### config.mk
export PLATFORM = sky130hd
export DESIGN_NAME = pgu_seq
export DESIGN_NICKNAME = d
export VERILOG_FILES = /design/src/rtl/pgu_seq_pkg.sv /design/src/rtl/pgu_seq_ras.sv /design/src/rtl/pgu_seq.sv
export SDC_FILE = /design/constraint.sdc
export NUM_CORES = 1
export LEC_CHECK = 0
export ABC_AREA = 1
export CORE_ASPECT_RATIO = 1.25
export CORE_UTILIZATION = 45
export CTS_BUF_LIST = sky130_fd_sc_hd__clkbuf_4
export DETAILED_ROUTE_END_ITERATION = 12
export GPL_ROUTABILITY_DRIVEN = 0
export PLACE_DENSITY = 0.73
export RECOVER_POWER = 25
export SLEW_MARGIN = 10
export SYNTH_ARGS = -nofsm -noshare
export SYNTH_HDL_FRONTEND = slang
export SYNTH_HIERARCHICAL = 1
export SYNTH_SLANG_ARGS = --single-unit
### constraint.sdc
create_clock -name clk -period 4.7 [get_ports clk]
set_input_delay 0.47 -clock clk [delete_from_list [all_inputs] [get_ports clk]]
set_output_delay 0.47 -clock clk [all_outputs]
set_load 0.05 [all_outputs]
### src/rtl/pgu_seq_pkg.sv
// Shared constants and types for the PC generation unit.
package pgu_seq_pkg;

    // Default widths and boot address of the fetch PC.
    localparam int unsigned PGU_ADDR_SIZE = 32;
    localparam int unsigned PGU_IMM_SIZE  = 32;
    localparam logic [31:0] PGU_RESET_PC  = 32'h8000_0000;

    // Sequencer states. BOOT is left after one cycle; WAIT parks the unit
    // until EXU resolves an unpredicted JALR target.
    localparam logic [1:0] ST_BOOT = 2'd0;
    localparam logic [1:0] ST_RUN  = 2'd1;
    localparam logic [1:0] ST_WAIT = 2'd2;

    // One-hot-ish RAS command. At most one of push/pop/replace is set.
    typedef struct packed {
        logic push;
        logic pop;
        logic replace;
    } ras_op_t;

endpackage

### src/rtl/pgu_seq_ras.sv
// Return-address stack: circular LIFO. A push onto a full stack overwrites
// the oldest entry. Replace rewrites the top entry, or pushes when empty.
module pgu_seq_ras
    import pgu_seq_pkg::*;
#(
    parameter int unsigned ADDR_W = 32,
    parameter int unsigned DEPTH  = 4
) (
    input  logic              clk,
    input  logic              rst_n,
    input  ras_op_t           op,
    input  logic [ADDR_W-1:0] wr_data,
    output logic [ADDR_W-1:0] top,
    output logic              empty
);

    localparam int unsigned PTR_W = $clog2(DEPTH);
    localparam int unsigned CNT_W = PTR_W + 1;

    // ptr_q is the next free slot; the top entry lives one below it.
    logic [PTR_W-1:0]  ptr_q, ptr_d;
    logic [CNT_W-1:0]  cnt_q, cnt_d;
    logic [PTR_W-1:0]  top_idx;
    logic [ADDR_W-1:0] mem_q [DEPTH];
    logic              wr_en;
    logic [PTR_W-1:0]  wr_idx;

    assign top_idx = ptr_q - PTR_W'(1);
    assign top     = mem_q[top_idx];
    assign empty   = (cnt_q == '0);

    // Pointer/count update and write-port selection for the requested op.
    always_comb begin
        ptr_d  = ptr_q;
        cnt_d  = cnt_q;
        wr_en  = 1'b0;
        wr_idx = ptr_q;
        if (op.push || (op.replace && cnt_q == '0)) begin
            wr_en  = 1'b1;
            wr_idx = ptr_q;
            ptr_d  = ptr_q + PTR_W'(1);
            if (cnt_q != CNT_W'(DEPTH)) begin
                cnt_d = cnt_q + CNT_W'(1);
            end
        end else if (op.replace) begin
            wr_en  = 1'b1;
            wr_idx = top_idx;
        end else if (op.pop && cnt_q != '0) begin
            ptr_d = top_idx;
            cnt_d = cnt_q - CNT_W'(1);
        end
    end

    // Pointer and occupancy registers.
    always_ff @(posedge clk) begin
        if (!rst_n) begin
            ptr_q <= '0;
            cnt_q <= '0;
        end else begin
            ptr_q <= ptr_d;
            cnt_q <= cnt_d;
        end
    end

    // Entry storage; contents are only meaningful below the count, so no reset.
    always_ff @(posedge clk) begin
        if (wr_en) begin
            mem_q[wr_idx] <= wr_data;
        end
    end

endmodule

### src/rtl/pgu_seq.sv
// PC generation unit: holds the fetch PC, offers it to I-fetch with a
// valid/ready handshake and picks the next PC from flush, EXU JALR
// resolution, RAS prediction, decode jump target or sequential increment.
module pgu_seq
    import pgu_seq_pkg::*;
#(
    parameter int unsigned       ADDR_W    = PGU_ADDR_SIZE,
    parameter int unsigned       IMM_W     = PGU_IMM_SIZE,
    parameter logic [ADDR_W-1:0] RESET_PC  = PGU_RESET_PC,
    parameter int unsigned       STEP      = 4,
    parameter int unsigned       RAS_DEPTH = 4
) (
    input  logic              clk,
    input  logic              rst_n,
    input  logic              pipe_flush,
    input  logic [ADDR_W-1:0] flush_pc,
    input  logic              stall,
    input  logic              if_ready,
    output logic [ADDR_W-1:0] pc,
    output logic              pc_valid,
    input  logic              dec_valid,
    input  logic              dec_jump,
    input  logic [IMM_W-1:0]  dec_op1,
    input  logic [IMM_W-1:0]  dec_op2,
    input  logic              dec_jalr_rs1,
    input  logic              dec_is_call,
    input  logic              dec_is_ret,
    input  logic [ADDR_W-1:0] dec_link,
    input  logic              exu_jalr_valid,
    input  logic [ADDR_W-1:0] exu_jalr_pc,
    output logic              ras_hit
);

    // Handshake: pc is offered whenever pc_valid is high; fetch takes it on a
    // cycle with if_ready=1. The PC only advances (and decode is only acted
    // upon) when the offer is taken and the stall unit is not holding.

    logic [1:0]        state_q, state_d;
    logic [ADDR_W-1:0] pc_q, pc_d;
    logic              ras_hit_q, ras_hit_d;

    logic              adv;
    logic              ras_upd;
    ras_op_t           ras_op;
    logic [ADDR_W-1:0] ras_top;
    logic              ras_empty;
    logic              ret_hit;
    logic [IMM_W-1:0]  jump_sum;
    logic [ADDR_W-1:0] jump_tgt;

    assign pc       = pc_q;
    assign pc_valid = (state_q == ST_RUN);
    assign ras_hit  = ras_hit_q;

    assign adv      = pc_valid & if_ready & ~stall;
    assign ret_hit  = dec_valid & dec_is_ret & ~ras_empty;

    // Jump target wraps modulo 2^ADDR_W; bit 0 cleared as for JALR.
    assign jump_sum = dec_op1 + dec_op2;
    assign jump_tgt = ADDR_W'($signed(jump_sum)) & {{(ADDR_W-1){1'b1}}, 1'b0};

    // RAS commands only from instructions actually consumed in RUN.
    assign ras_upd        = adv & dec_valid & (state_q == ST_RUN) & ~pipe_flush;
    assign ras_op.push    = ras_upd & dec_is_call & ~dec_is_ret;
    assign ras_op.pop     = ras_upd & dec_is_ret & ~dec_is_call;
    assign ras_op.replace = ras_upd & dec_is_call & dec_is_ret;

    pgu_seq_ras #(
        .ADDR_W (ADDR_W),
        .DEPTH  (RAS_DEPTH)
    ) u_ras (
        .clk     (clk),
        .rst_n   (rst_n),
        .op      (ras_op),
        .wr_data (dec_link),
        .top     (ras_top),
        .empty   (ras_empty)
    );

    // Next-PC selection and state transitions, in priority order.
    always_comb begin
        state_d   = state_q;
        pc_d      = pc_q;
        ras_hit_d = ras_hit_q;
        if (pipe_flush) begin
            pc_d      = flush_pc;
            state_d   = ST_RUN;
            ras_hit_d = 1'b0;
        end else if (state_q == ST_WAIT && exu_jalr_valid) begin
            pc_d      = exu_jalr_pc;
            state_d   = ST_RUN;
            ras_hit_d = 1'b0;
        end else if (!adv) begin
            if (state_q == ST_BOOT) begin
                state_d = ST_RUN;
            end
        end else if (ret_hit) begin
            pc_d      = ras_top;
            ras_hit_d = 1'b1;
        end else if (dec_valid && dec_jump) begin
            pc_d      = jump_tgt;
            ras_hit_d = 1'b0;
        end else if (dec_valid && (dec_jalr_rs1 || dec_is_ret)) begin
            state_d = ST_WAIT;
        end else begin
            pc_d      = pc_q + ADDR_W'(STEP);
            ras_hit_d = 1'b0;
        end
    end

    // State, PC and RAS-hit flag registers.
    always_ff @(posedge clk) begin
        if (!rst_n) begin
            state_q   <= ST_BOOT;
            pc_q      <= RESET_PC;
            ras_hit_q <= 1'b0;
        end else begin
            state_q   <= state_d;
            pc_q      <= pc_d;
            ras_hit_q <= ras_hit_d;
        end
    end

endmodule
* Yosys cells after proc, flatten, opt, wreduce, memory -nomap -nowiden *
Memories as Yosys holds them, arrays and structs flattened.
Cells that the tools add are included.

word-level totals
  bits in registers = 40
  RAM bits = 128
  input port bits = 171
  output and inout bits = 34
  word-level logic and storage cells = 94
  memories kept = 1

memory list
  memory       depth  bits a word  rd ports  clocked after memory_dff  write ports  RTL line           text
  u_ras.mem_q  4      32           1         0                         1            pgu_seq_ras.sv:24  logic [ADDR_W-1:0] mem_q [DEPTH];

operators by class
  add/sub/neg operators = 6
  eq/ne operators = 13
  mux-type cells = 29
  bitwise logic cells = 18
  reductions and logical operators = 21

operators with widths
  kind                   number
  $mux 32                6
  $add 32x3->32 const B  1
  $add 32x32->32         1
  $mux 2                 10
  $and 1x1->1            12
  $mux 3                 4
  $mux 1                 9
  $ne 2x2->1 const B     4
  $reduce_and 4->1       2
  $ne 3x3->1 const B     2
  $not 1->1              6
  $reduce_and 2->1       3
  $reduce_bool 3->1      2
  $logic_and 1x1->1      5
  $ne 5x5->1 const B     1
  $ne 4x2->1 const B     1
  $ne 4x3->1 const B     1
  $ne 4x4->1 const B     1
  $reduce_bool 2->1      2
  $reduce_bool 4->1      1
  $add 3x1->3 const B    1
  $logic_not 3->1        1
  $reduce_and 3->1       1
  $reduce_or 3->1        1
  other kinds (8)        9

* Depth between registers and ports, before layout *
  word-level depth = 13
  mapped depth = 17
  gate-level depth less buffers = 17

* Hierarchy *
The synthesis kept the hierarchy.

by module, submodules not included
  module       times used  cells an instance  area each (sq um)  sequential area each (sq um)
  pgu_seq      1           1015               5492.8             700.7
  pgu_seq_ras  1           395                5167.5             3943.8

* Worst setup path after synthesis *
OpenSTA, ideal clock, no wires.

  path kind = flip-flop to flip-flop
  start point = reg state_q[0]
  end point = mem u_ras.mem_q[0][0], enable pin
  library setup time = 421 ps
  data arrival time = 3435 ps
  data required time = 4279 ps
  setup slack = 844 ps
  stages on the path, launching flop included = 13
  buffers on the path = 0
  clock period less this slack = 3856 ps
  cell sequence = dfxtp_1 > inv_2 > nor2_2 > inv_1 > nor3_4 > nand4_1 > nor2_1 > inv_1 > nor2_2 > nand2_1 > o21ai_1 > inv_1 > nor2_1

RTL lines
  what                    RTL line           text
  start, declared         pgu_seq.sv:38      logic [1:0] state_q, state_d;
  start signal, assigned  pgu_seq.sv:118     state_q <= state_d;
  end, declared           pgu_seq_ras.sv:24

==> flow_metrics.tcl <==
set metrics [dict create \
    netlist_area_um2 10660 \
    clock_sinks 168 \
    syn2layout_area_growth_pct 24.88 \
    clockRootBuffer "clkbuf_4" \
    comb_power_share 0.235 \
    syn_nets 1614 \
    hpwl_mm 24.96 \
    pwr-share-seq 0.502 \
    power_per_cell_area_nw_per_um2 249.5 \
    synth.yosys.seq_area_share 0.4357 \
    grt_max_degree 64 \
    cpMaxStageDelayCell "nor2_2" \
    cap_violations 0 \
    drcViolationCount 0 \
    routed_wl_mm 32.71 \
    whs_ps 488.4 \
    synthSimpleGateAreaFrac 0.2944 \
    cts_tree "done" \
    fmax_mhz 316.8 \
    yosysUniqueCellTypes 53 \
    reg2reg_depth 13 \
    synth_fa_ha_area_frac 0.04014 \
    path_class "flop to flop" \
    synth_compound_area_frac 0.1431 \
    synth-xor-area-share 0.02054 \
    synth_top_family_by_area "simple AND/OR/NAND/NOR gates" \
    final_common_cell "nand2_1" \
    hp-class "input pin to flop" \
    wire_per_inst_um 17.21 \
    grt_pass1_wl_mm 50.95 \
    critical_path_arrival_ps 3410 \
    drt_iter0_markers 840 \
    p_switching_mw 1.118 \
    fillCellCount 2197 \
    crit_fanout 25 \
    final_nets 1803 \
    dp_slack_ps 1108 \
    antenna_left 0 \
    fp.dieH_um 174.1 \
    antenna_found_initial 1 \
    p_sw_frac 0.3365 \
    cts_buffers 17 \
    maxSlewViolCount 0 \
    fin_crit_ps 3156 \
    r2r_setup_slack_ps 1540 \
    gr-usage-all-layers 0.2691 \
    avgSynthCellArea_um2 7.560 \
    ir_worst_vdd_uv 197.0 \
    grt_pass1_vias 9998 \
    holdBufCountCts 0 \
    async_flop_share 0 \
    initial_core_util 0.4611 \
    slowest_delay_ps 450 \
    worstReg2RegEnd "u_ras/mem_q[0][14]" \
    pwr-share-clk 0.262 \
    period_share 0.6716 \
    outcome "finished, final reports clean" \
    synth-edff-count 128 \
    drive_above_1_share 0.06638 \
    cts_setup_buffers 0 \
    cp_cell_sequence "inv_2 -> nand3_1 -> inv_2 -> nor2_4 -> nand4_1 -> nor2_1 -> inv_1 -> nor2_2 -> nand2_1 -> o21ai_1 -> inv_1 -> nor2_2 -> buf_12" \
    muxShareOfSynthArea 0 \
    crit_end "u_ras/mem_q[0][14]" \
    dr.pass1.iters 6 \
    setup_slack_ps 1544 \
    startpoint "state_q[0]" \
    pin_count 205 \
    critPathRequiredTime_ps 4960 \
    endpoint_kind "flop" \
    synth_warnings 6 \
    synth_ff_type "edfxtp_1" \
    die_w_um 139.7 \
    avgViaCountPerCell 5.468 \
    ys_seq_elements 168 \
    setup_viol 0 \
    tightest_slew_ps 1154 \
    fin_skew_ps 29.82 \
    core_area_um2 23120 \
    setup_tns_ps 0 \
    dieArea_um2 24310 \
    finalHoldViolCount 0 \
    clockBufferDepth 2 \
    placementRows 62 \
    syn_inst 1410 \
    cts.repair.resized 0 \
    clkLatencyLatePin_ps 570 \
    crit_path_start_kind "flop" \
    numPortBuffers 204 \
    layout_common_cells "357 x nand2_1, 211 x nor2_1, 182 x clkdlybuf4s50_1" \
    reg2reg_from "state_q[0]" \
    dr_total_vias 10390 \
    grt_overflow 0 \
    rsz0062_at_grt "false" \
    cts_max_level 4 \
    internal-power_mw 2.204 \
    relSlewSlack 0.2301 \
    p_leak_nw 5.342 \
    clk_pin_slew_ps 170 \
]
[kinds of logic (layout without fill, tap and decap cells)]
kind of cell,Yosys count,after routing
adders and majority gates,33,33
AOI/OAI and AO/OA,270,270
xor gates and xnor gates,25,25
buffers and inverters,177,379
and+or+nand+nor,737,737
other,0,1
DFF,168,168
[layer usage]
layer  global-route usage  part of all wire  vias up  wire length [um]
met5                    0                 0        -                 0
met4               0.1213             0.042        0              1366
met3              0.03939             0.068      103              2210
met2               0.4784              0.49      468             16190
met1               0.3205              0.40     4697             12950
li1                     -                 -     5126                 -
[worst max-delay path: cells and delay by family (launching register included)]
family	cells	cell delay, ps
buffers and inverters	5	650
DFF	1	400
and+or+nand+nor	7	1630
AOI/OAI and AO/OA	1	160
[layout make-up]
| cell class | instances | area (um^2) | area share |
|---|---|---|---|
| Clock buffer | 17 | 127.6 | 0.009586 |
| Antenna cell | 1 | 2.502 | 0.0001880 |
| Multi-Input combinational cell | 1065 | 5320 | 0.3996 |
| Timing Repair Buffer | 220 | 2187 | 0.1643 |
| Sequential cell | 168 | 4644 | 0.3489 |
| Tap cell | 288 | 360.3 | 0.02707 |
| Inverter | 127 | 479.2 | 0.03600 |
| Clock inverter | 15 | 191.4 | 0.01438 |
[power groups by stage]
stage / Combinational [mW] / Sequential (mW) / Clock (mW)
2_1_floorplan: 0.371 / 1.77 / 0
5_1_grt: 0.854 / 1.67 / 0.943
3_3_place_gp: 0.770 / 1.70 / 0
4_1_cts: 0.780 / 1.67 / 0.884
3_5_place_dp: 0.776 / 1.70 / 0
6_report: 0.782 / 1.67 / 0.871
[metrics by stage]
stage | std cells | power [mW] | instance area (um^2) | util
2_1_floorplan | 1410 | 2.136 | 10660 | -
3_3_place_gp | 1868 | 2.470 | 12990 | 0.5620
3_5_place_dp | 1868 | 2.476 | 12990 | 0.5620
4_1_cts | 1900 | 3.331 | 13310 | 0.5758
5_1_grt | 1901 | 3.469 | 13310 | 0.5759
6_report | 1901 | 3.321 | 13310 | 0.5759
[worst min path at each step]
stage / start / to / cells after the start
5_1_grt: flush_pc[6] / pc[6] / 3
3_5_place_dp: pc[30] / pc[30] / 2
4_1_cts: flush_pc[6] / pc[6] / 3
2_1_floorplan: u_ras/cnt_q[1] / u_ras/cnt_q[1] / 2
6_report: flush_pc[6] / pc[6] / 3
3_3_place_gp: u_ras/cnt_q[1] / u_ras/cnt_q[1] / 2
[flip-flops by register name (all words and copies together) (netlist names)]
name,flops
u_ras/mem_q,128
ras_hit,1
state_q,2
u_ras/ptr_q,2
u_ras/cnt_q,3
pc,32
[synthesized netlist by cell type, types with 2 or more instances]
library cell    n  area, um^2
nand2_1       357        1340
nor2_1        215       807.0
edfxtp_1      128        3844
a21oi_1       117       585.6
inv_1         113       424.2
nand3_1        92       460.4
o21ai_0        75       375.4
dfxtp_1        40       800.8
ha_1           31       387.9
buf_2          25       125.1
clkbuf_1       21       78.83
o21ai_1        21       105.1
xor2_1         20       175.2
o211ai_1       16       120.1
nor3_1         15       75.07
inv_2          12       45.04
a211oi_1       11       82.58
nor2_2         10       62.56
nand2_2         8       50.05
nand4_1         8       50.05
nand3b_1        7       52.55
o21bai_1        7       52.55
nor2_4          5       56.30
xnor2_1         5       43.79
a41oi_1         4       35.03
a221o_1         3       30.03
buf_1           3       11.26
nand3_2         3       30.03
nor3_2          3       30.03
nor4_1          3       18.77
a31oi_1         2       12.51
fa_1            2       40.04
nand2_4         2       22.52
nor3_4          2       32.53
o2111ai_1       2       17.52
o21ai_2         2       17.52
o221ai_1        2       17.52
o22ai_1         2       12.51
or2_2           2       12.51
Power figures use the tool's default switching activity.
